### config.mk
export PLATFORM = sky130hd
export DESIGN_NAME = arbitro_memoria
export DESIGN_NICKNAME = d
export VERILOG_FILES = /design/src/rtl/arbitro_memoria.sv
export SDC_FILE = /design/constraint.sdc
export NUM_CORES = 1
export LEC_CHECK = 0
export ABC_AREA = 0
export CORE_ASPECT_RATIO = 0.6
export CORE_MARGIN = 10
export CORE_UTILIZATION = 21
export CTS_CLUSTER_DIAMETER = 200
export DETAILED_ROUTE_END_ITERATION = 7
export PLACE_DENSITY_LB_ADDON = 0.15
export SYNTH_ARGS = -nofsm -noshare
export SYNTH_HDL_FRONTEND = slang
export SYNTH_SLANG_ARGS = --single-unit
### constraint.sdc
create_clock -name clock -period 2.34 [get_ports clock]
set_clock_uncertainty 0.2 [all_clocks]
set_input_delay 0.234 -clock clock [delete_from_list [all_inputs] [get_ports clock]]
set_output_delay 0.234 -clock clock [all_outputs]
set_load 0.03 [all_outputs]
### src/rtl/arbitro_memoria.sv
// arbitro_memoria: two-requester round-robin arbiter for the shared 32-bit
// memory port (requester 0 = instruction fetch, requester 1 = data access).
// Each access lasts LATENCIA cycles followed by one idle arbitration cycle.
// Grant, enable and done strobes are flops loaded from the next-state
// values, so they depend only on registered state and never glitch with req.
module arbitro_memoria #(
    parameter int unsigned LATENCIA = 2
) (
    input  logic        clock,
    input  logic        reset,
    input  logic        req0,
    input  logic        req1,
    input  logic [31:0] addr0,
    input  logic [31:0] addr1,
    input  logic [31:0] wdata0,
    input  logic [31:0] wdata1,
    input  logic        we0,
    input  logic        we1,
    input  logic [31:0] mem_rdata,
    output logic        sel,
    output logic        gnt0,
    output logic        gnt1,
    output logic        done0,
    output logic        done1,
    output logic        mem_en,
    output logic        mem_we,
    output logic [31:0] mem_addr,
    output logic [31:0] mem_wdata,
    output logic [31:0] rdata
);

    typedef enum logic [0:0] {
        OCIOSO = 1'b0,
        ACESSO = 1'b1
    } estado_t;

    // Counter load value: the access runs while contador counts CARGA..0.
    localparam logic [3:0] CARGA = 4'(LATENCIA - 1);

    estado_t     estado_q, estado_d;
    logic        sel_q, sel_d;
    logic        ultimo_q, ultimo_d;
    logic [3:0]  contador_q, contador_d;

    logic        gnt0_q, gnt1_q;
    logic        done0_q, done1_q;
    logic        mem_en_q;

    logic        gnt0_d, gnt1_d;
    logic        done0_d, done1_d;
    logic        mem_en_d;
    logic        em_acesso_d;
    logic        fim_d;

    // Next-state logic: arbitration in OCIOSO, countdown in ACESSO.
    always_comb begin
        estado_d   = estado_q;
        sel_d      = sel_q;
        ultimo_d   = ultimo_q;
        contador_d = contador_q;
        case (estado_q)
            OCIOSO: begin
                if (req0 || req1) begin
                    estado_d   = ACESSO;
                    contador_d = CARGA;
                    if (req0 && req1) begin
                        sel_d = ~ultimo_q;
                    end else begin
                        sel_d = req1;
                    end
                end
            end
            ACESSO: begin
                if (contador_q != 4'd0) begin
                    contador_d = contador_q - 4'd1;
                end else begin
                    ultimo_d = sel_q;
                    estado_d = OCIOSO;
                end
            end
            default: begin
                estado_d = OCIOSO;
            end
        endcase
    end

    // Output values for the coming cycle, decoded from next-state values so
    // the flops below present exactly the state-based decode of that cycle.
    always_comb begin
        em_acesso_d = (estado_d == ACESSO);
        fim_d       = em_acesso_d && (contador_d == 4'd0);
        gnt0_d      = em_acesso_d && !sel_d;
        gnt1_d      = em_acesso_d && sel_d;
        done0_d     = fim_d && !sel_d;
        done1_d     = fim_d && sel_d;
        mem_en_d    = em_acesso_d;
    end

    // State, arbitration registers and registered strobes.
    always_ff @(posedge clock) begin
        if (reset) begin
            estado_q   <= OCIOSO;
            sel_q      <= 1'b0;
            ultimo_q   <= 1'b1;
            contador_q <= '0;
            gnt0_q     <= 1'b0;
            gnt1_q     <= 1'b0;
            done0_q    <= 1'b0;
            done1_q    <= 1'b0;
            mem_en_q   <= 1'b0;
        end else begin
            estado_q   <= estado_d;
            sel_q      <= sel_d;
            ultimo_q   <= ultimo_d;
            contador_q <= contador_d;
            gnt0_q     <= gnt0_d;
            gnt1_q     <= gnt1_d;
            done0_q    <= done0_d;
            done1_q    <= done1_d;
            mem_en_q   <= mem_en_d;
        end
    end

    // Memory-side steering from the registered select; rdata passes through.
    always_comb begin
        sel       = sel_q;
        gnt0      = gnt0_q;
        gnt1      = gnt1_q;
        done0     = done0_q;
        done1     = done1_q;
        mem_en    = mem_en_q;
        mem_we    = mem_en_q && (sel_q ? we1 : we0);
        mem_addr  = sel_q ? addr1 : addr0;
        mem_wdata = sel_q ? wdata1 : wdata0;
        rdata     = mem_rdata;
    end

endmodule

==> impl_metrics.ini, run 1 <==
[detailed_routing]
drt_iter0_markers = 62
dr.pass1.iters = 4
vias = 1801
drc_errors = 0
drt-wirelength-per-cell_um = 20.6
viasPerCell = 4.23
antenna_left = 0
drt_wl_total_mm = 8.78

[power_and_ir_drop]
power.leakage_nw = 1.63
powerDensity_nw_per_um2 = 405
ir_worst_vdd_v = 0.000289

[logic_synthesis]
synth-edff-count = 0
synth_seq_cells = 11
yosysTopAreaCellShare_pct = 47.4
yosys-top-cells-count = 65 x mux2_2, 32 x buf_4, 11 x dfxtp_1
synth_top_area_cell = mux2_2
synth_flop_cell = dfxtp_1
async_flop_share_pct = 0
syn_avg_cell_area_um2 = 9.41
yosys_warnings = 0
yosys.cell_count.top_type = mux2_2
synth.distinct_cells = 28
syn_inst = 164
syn_area_um2 = 1540
synth-seq-area-share_pct = 14.3
synth_area_leaders = mux2_2 47%, buf_4 16%, dfxtp_1 14%
synth_nets = 331

[clock_network]
cts_hold_buf = 0
htree_num_levels = 1
cts_buffer_depth = 2
cts_inserted_buffers = 3
cts.clk_slew.worst_paths_ps = 40
cts_root_buf = clkbuf_16
worstSkewPairLatency_ps = 240
cts_num_sinks = 11
cts_tree = done

[setup_path]
max_stage_delay_ps = 430
r2r_setup_slack_ps = 530
reg2reg_depth = 6
crit_end = mem_wdata[20]
slowest_stage = dfxtp_2
crit_chain = buf_12 > mux2_2 > dlygate4sd2_1
timing.rr.end = ultimo_q$_SDFFE_PP1P_
cp.required_ps = 1910
end_kind = output pin
startpoint = sel$_SDFF_PP0_
cp_max_fo = 35
rr_startpoint = contador_q[0]$_SDFF_PP0_
critical_path_arrival_ps = 1660
worstSetupPathType = flip-flop to output pin
critPathLaunchType = flip-flop

[grt]
grt_remaining_overflow = 0
antenna_found_initial = 0
grt_pass1_wl_mm = 12.1
use_met2_pct = 25.1
grt_pass1_vias = 1998
grt_use_met3_pct = 5.85
use_met1_pct = 14.9
grt_usage_pct = 13.9
grt_busiest_layer = met2
grt_max_degree = 36

[placement]
place_area_um2 = 3440
gp_congestion = 0.844
io_buffers = 204
dp_hpwl_mm = 7.82

[timing]
worst_slew_margin_rel_pct = 70.6
rsz0062_at_grt = false
finalSetupViolations = 0
finalHoldViolCount = 0
hold_slack_ps = 268
worstMarginPinSlew_ps = 438
fin_crit_sh_pct = 89.4
maxSlewViolCount = 0
setup_tns_ps = 0
fmax_ghz = 0.478
fin_crit_ps = 2090

[die]
fp.dieArea_um2 = 11300
core_um2 = 7210
die_h_um = 86.4
placementRows = 24
initial_core_util_pct = 21.4
num_io_pins = 269
die_w_um = 131

[layout]
diodes = 0
drive_gt1_share_pct = 25.4
final_nets = 503
area.growth.synth_to_final_pct = 131
fillers = 687
finalInstanceArea_um2 = 3560

[status]
outcome = completed

[worst_hold_path]
hold_class = input pin to output pin

[run]
drv_cap = 0
## cell families after synthesis
kind of cell	synth area share, %
AO/OA/AOI/OAI	5.10
AND/OR/NAND/NOR	10.6
buffers and inverters	19.5
multiplexers	49.7
adder cells (fa/ha/maj)	0.810
flip-flops	14.3
## worst min-delay path by stage
stage	start	to	slack [ps]	cells past startpoint
after global placement	mem_rdata[16]	rdata[16]	270	0
after floorplan	reset	contador_q[3]$_SDFF_PP0_	100	1
after global routing	mem_rdata[6]	rdata[6]	270	0
after detailed placement	mem_rdata[16]	rdata[16]	270	0
final	mem_rdata[21]	rdata[21]	270	0
after CTS	mem_rdata[16]	rdata[16]	270	0
## metal layers
| layer | part of all wire (%) | vias up |
|---|---|---|
| li1 | - | 887 |
| met1 | 37 | 804 |
| met2 | 51 | 98 |
| met3 | 11 | 12 |
| met4 | 0.96 | 0 |
| met5 | 0 | - |
## flip-flops by register name, summed over array words and instances (netlist names)
| signal | count |
|---|---|
| gnt0 | 1 |
| done0 | 1 |
| contador_q | 4 |
| sel | 1 |
| ultimo_q | 1 |
| mem_en | 1 |
| gnt1 | 1 |
| done1 | 1 |
## timing repair
item,4_1_cts,5_1_grt
setup endpoints to repair,25,30
buffers inserted,0,0
resized for setup,25,30
endpoints found under the hold margin,0,0
## worst max-delay path, delay by kind of cell, from the launching register on
kind	cells	cell delay (ps)
buffers and inverters	2	630
flip-flops	1	430
multiplexers	1	360
## metrics by stage
stage               total power [W]  util [%]  cells  setup slack (ps)
floorplan                  0.000800         -    164               466
global placement            0.00118      47.7    422               226
detailed placement          0.00118      47.7    422               209
CTS                         0.00147      48.4    426             0.329
global route                0.00152      49.4    426               168
finish                      0.00144      49.4    426               249
## area by class of cell
cell class | count | area [um2] | share of cell area, %
inverters | 4 | 15.0 | 0.422
repair buffers | 207 | 2110 | 59.2
flip-flops and latches | 11 | 221 | 6.22
multi-input cells | 109 | 1020 | 28.7
well taps | 91 | 114 | 3.20
clock buffers | 4 | 78.8 | 2.21
## where the power goes
group	switching (W)	internal (W)
Sequential	0.0000197	0.000205
Combinational	0.000427	0.000481
Clock	0.0000801	0.000228
Total	0.000526	0.000914
## placed cells by master (no fill, tap or decap), types with 2 or more instances in the layout
cell             count
inv_1                3
clkbuf_16            3
dfxtp_1             10
nand2b_1             4
nor3_1               3
mux2_2              65
mux2i_1              2
buf_4                7
nor3_2               2
nand2_1              7
clkdlybuf4s50_1    144
dlymetal6s2s_1      30
nor2_1              10
nor2b_1              2
dlygate4sd2_1       25
No activity file was read; power rests on OpenSTA's default activity.
==> inputs of run 2 (changes only) <==
RECOVER_POWER = 50   (was default)
==> run 2 against run 1 <==
  * Via count increased by 0.89%
  * Combinational power fell by 2%
  * Highest routed layer unchanged
  * First-iteration DRC count is 42% higher
  * Largest cell class unchanged
  * Routed wire length is 0.14% higher
  * Total power is 1.3% lower
  * Cell count is the same
==> impl_metrics.ini, run 2 (synthesis gave the netlist of run 1 again) <==
[status]
outcome = completed

[setup_path]
cp.required_ps = 1910
slowest_stage = dfxtp_2
max_stage_delay_ps = 430
worst-path-buf-inv = 2
timing.rr.end = done1$_SDFF_PP0_
critical_path_arrival_ps = 1660
reg2reg_depth = 6
r2r_setup_slack_ps = 290
rr_startpoint = contador_q[0]$_SDFF_PP0_
crit_chain = buf_12 > mux2_2 > dlygate4sd2_1
critPathLaunchType = flip-flop
cp_max_fo = 35
cp_top_family = buffers and inverters
worstSetupPathType = flip-flop to output pin
end_kind = output pin

[detailed_routing]
dr.pass1.iters = 4
vias = 1817
drt_wl_total_mm = 8.79
viasPerCell = 4.27
antenna_left = 0
drt-wirelength-per-cell_um = 20.6
drc_errors = 0
drt_iter0_markers = 88

[layout]
largest_register_ffs = 4
final_common_cell = clkdlybuf4s50_1
final_cell_mix = 140 x clkdlybuf4s50_1, 64 x mux2_2, 25 x dlygate4sd2_1, 25 x dlymetal6s2s_1
final_nets = 503
fillers = 695
diodes = 0
largest-register = contador_q
area.growth.synth_to_final_pct = 127
drive_gt1_share_pct = 23.6

[placement]
gp_congestion = 0.844
dp_slack_ps = 209
dp_hpwl_mm = 7.82
io_buffers = 204

[worst_hold_path]
hold_class = input pin to output pin
min_from = mem_rdata[21]
holdPathEnd = rdata[21]
hold_path_depth = 0

[grt]
grt_remaining_overflow = 0
grt_pass1_wl_mm = 12.1
grt_pass1_vias = 1998
grt_max_degree = 36
grt_usage_pct = 13.9
antenna_found_initial = 0

[die]
num_io_pins = 269
die_h_um = 86.4
core_um2 = 7210
fp.dieArea_um2 = 11300
initial_core_util_pct = 21.4
placementRows = 24
die_w_um = 131

[timing]
worst_slew_margin_rel_pct = 66.2
finalSetupViolations = 0
maxSlewViolCount = 0
fin_crit_ps = 2090
worstMarginPinSlew_ps = 501
setup_tns_ps = 0
rsz0062_at_grt = false
setup_slack_ps = 248
fmax_ghz = 0.478
finalHoldViolCount = 0
fin_crit_sh_pct = 89.4

[clock_network]
worstSkewPairLatency_ps = 240
cts_buffer_depth = 2
cts_num_sinks = 11
cts.clk_slew.worst_paths_ps = 40
cts_root_buf = clkbuf_16
htree_num_levels = 1
cts_hold_buf = 0
cts_inserted_buffers = 3
cts_tree = done

[power_and_ir_drop]
p_total_w = 0.00142
powerDensity_nw_per_um2 = 406
clkPwrFrac_pct = 21.7
p_int_w = 0.000898
seqPwrFrac_pct = 15.7
ir_worst_vdd_v = 0.000289
switchingPower_w = 0.000524
power.leakage_nw = 1.56
swShare_pct = 36.8
pwr-share-comb_pct = 62.6

[run]
drv_cap = 0
[run 2: cell count changes in the layout (fill, tap and decap cells not counted), moves of 2 or more]
cell | before | now
clkbuf_1 | 1 | 7
dlymetal6s2s_1 | 30 | 25
clkdlybuf4s50_1 | 144 | 140
dlygate4sd3_1 | 0 | 4
mux2_1 | 0 | 2
[run 2: routing by layer]
layer | part of all wire [%] | track usage, % | wire length, um | up-vias
met5 | 0 | 0 | 0 | -
met3 | 11 | 5.85 | 977 | 12
met2 | 51 | 25.1 | 4500 | 108
met1 | 37 | 14.9 | 3230 | 809
met4 | 0.96 | 2.41 | 84 | 0
li1 | - | - | - | 888
[run 2: worst max-delay path by stage]
stage                                         from          endpoint  cells after the start
after floorplan                     sel$_SDFF_PP0_      mem_addr[14]                      3
after global placement              sel$_SDFF_PP0_     mem_wdata[20]                      3
after detailed placement            sel$_SDFF_PP0_     mem_wdata[20]                      3
after CTS                           sel$_SDFF_PP0_      mem_addr[23]                      3
after global routing      contador_q[0]$_SDFF_PP0_  done1$_SDFF_PP0_                      6
final                               sel$_SDFF_PP0_     mem_wdata[20]                      3
[run 2: per-stage QoR]
step                      std cells  hold WS (ps)  utilization [%]  instance area, um2
final                           426           268             48.5                3500
after floorplan                 164           103                -                1540
after detailed placement        422           268             47.7                3440
after CTS                       426           268             48.4                3480
after global placement          422           268             47.7                3440
after global routing            426           268             48.5                3500
[run 2: repair_timing]
item                       in CTS  in global routing
setup buffers                   0                  0
gates resized for setup        25                 30
setup endpoints to repair      25                 30
[run 2: worst register-to-register path, cell delays in order (launching register included)]
cell      delay (ps)
dfxtp_1          320
inv_1            100
ha_1             220
nand2b_1         120
o21ai_0          430
mux2_1           440
nor3_2           160
[run 2: cell type report]
class	count	area (um2)	share of cell area (%)
Clock buffer	4	78.8	2.25
Inverter	4	15.0	0.429
Multi-Input combinational cell	109	1010	28.8
Sequential cell	11	221	6.33
Tap cell	91	114	3.25
Timing Repair Buffer	207	2060	58.9
[run 2: power by group through the flow]
stage	clock (W)	combinational (W)	sequential [W]
3_5_place_dp	0	0.000953	0.000228
5_1_grt	0.000330	0.000945	0.000227
3_3_place_gp	0	0.000949	0.000228
2_1_floorplan	0	0.000564	0.000236
6_report	0.000309	0.000890	0.000223
4_1_cts	0.000316	0.000927	0.000225
==> inputs of run 3 (changes only) <==
CORE_UTILIZATION = 23   (was 21)
clock period = 2.45 ns   (was 2.34 ns; I/O delays follow)
==> run 3 against run 2 <==
  * Worst hold slack gained 22 ps
  * Non-clock buffer count shrank 1
  * Sequential power shrank 6%
  * First-iteration DRC count shrank 59%
==> impl_metrics.ini, run 3 (synthesis gave the netlist of run 1 again) <==
[status]
outcome = completed

[setup_path]
crit_end = mem_addr[5]
rr_startpoint = contador_q[0]$_SDFF_PP0_
worstSetupPathType = flip-flop to output pin
r2r_setup_slack_ps = 380
critPathLaunchType = flip-flop
cp_max_fo = 29
critical_path_arrival_ps = 1930
crit_chain = buf_4 > mux2_2 > clkdlybuf4s50_1
timing.rr.end = done1$_SDFF_PP0_
cp.required_ps = 2010
end_kind = output pin
slowest_stage = clkdlybuf4s50_1
reg2reg_depth = 6
max_stage_delay_ps = 610
startpoint = sel$_SDFF_PP0_

[timing]
fin_crit_ps = 2380
fin_crit_sh_pct = 97.1
hold_slack_ps = 290
finalHoldViolCount = 0
maxSlewViolCount = 0
rsz0062_at_grt = false
worstMarginPinSlew_ps = 542
worst_slew_margin_rel_pct = 63.5
setup_tns_ps = 0
fmax_ghz = 0.421
finalSetupViolations = 0

[grt]
grt_max_degree = 40
grt_pass1_wl_mm = 13.4
grt_usage_pct = 16.4
grt_pass1_vias = 1964
grt_remaining_overflow = 0
antenna_found_initial = 0

[die]
initial_core_util_pct = 23.4
core_um2 = 6590
fp.dieArea_um2 = 10500
placementRows = 23
die_w_um = 126
die_h_um = 83.5
num_io_pins = 269

[clock_network]
cts_inserted_buffers = 3
cts_buffer_depth = 2
cts_root_buf = clkbuf_8
worstSkewPairLatency_ps = 240
cts_tree = done
postCtsSetupBuffers = 0
cts_hold_buf = 0
cts_num_sinks = 11
cts_resized = 0
cts.clk_slew.worst_paths_ps = 50
htree_num_levels = 1

[layout]
finalInstanceArea_um2 = 3440
final_cell_mix = 192 x clkdlybuf4s50_1, 65 x mux2_2, 10 x nor2_1, 10 x dfxtp_1
final_nets = 502
largest_register_ffs = 4
layout.cells.non_filler = 421
final_common_cell = clkdlybuf4s50_1
diodes = 0
post-route-util_pct = 52.2
area.growth.synth_to_final_pct = 123
largest-register = contador_q
drive_gt1_share_pct = 23.1

[detailed_routing]
vias = 1824
drt_wl_total_mm = 9.46
drc_errors = 0
drt_iter0_markers = 36
dr.pass1.iters = 6
viasPerCell = 4.33
drt-wirelength-per-cell_um = 22.5
antenna_left = 0

[placement]
dp_hpwl_mm = 8.28
dp.cells = 417
gp_congestion = 0.907
io_buffers = 204
place_area_um2 = 3420

[run]
drv_cap = 0

[power_and_ir_drop]
power.leakage_nw = 1.29
powerDensity_nw_per_um2 = 374
ir_worst_vdd_v = 0.000202

[worst_hold_path]
hold_class = input pin to output pin
-- run 3: cell count changes in the layout (fill, tap and decap cells not counted), sizes merged --
cell | before | now
buf | 7 | 5
dlygate4sd2 | 25 | 0
clkbuf | 10 | 6
dlymetal6s2s | 25 | 0
clkdlybuf4s50 | 140 | 192
dlygate4sd3 | 4 | 7
-- run 3: per-layer routing --
metal | track usage (%) | vias to the layer above | share of wire, %
met5 | 3.92 | - | 0.54
met3 | 7.11 | 28 | 11
li1 | - | 885 | -
met4 | 3.30 | 2 | 1.5
met2 | 29.2 | 120 | 49
met1 | 17.3 | 789 | 38
-- run 3: metrics by stage --
stage          setup WS, ps  power [W]
5_1_grt                5.37    0.00135
2_1_floorplan           565   0.000764
3_5_place_dp            308    0.00113
4_1_cts                51.0    0.00132
3_3_place_gp            336    0.00112
6_report               72.1    0.00129
-- run 3: worst min-delay path by stage --
stage,slack [ps],end,start,cells past startpoint
floorplan,110,contador_q[3]$_SDFF_PP0_,reset,1
global placement,290,rdata[29],mem_rdata[29],0
global route,290,rdata[27],mem_rdata[27],0
detailed placement,290,rdata[29],mem_rdata[29],0
CTS,290,rdata[29],mem_rdata[29],0
finish,290,rdata[21],mem_rdata[21],0
-- run 3: cell type report --
class | count | area [um2]
Clock buffer | 4 | 45.0
Fill cell | 596 | 3150
Inverter | 4 | 15.0
Multi-Input combinational cell | 109 | 1000
Sequential cell | 11 | 221
Tap cell | 87 | 109
Timing Repair Buffer | 206 | 2050
-- run 3: critical path, delay by kind of cell, from the launching register on --
kind                   cells  cell delay [ps]
flip-flops                 1              350
buffers and inverters      2              970
multiplexers               1              380
-- run 3: power by group --
group | switching (W) | total [W] | internal, W
combinational | 0.000411 | 0.000893 | 0.000482
clock | 0.0000703 | 0.000185 | 0.000114
sequential | 0.0000140 | 0.000209 | 0.000195
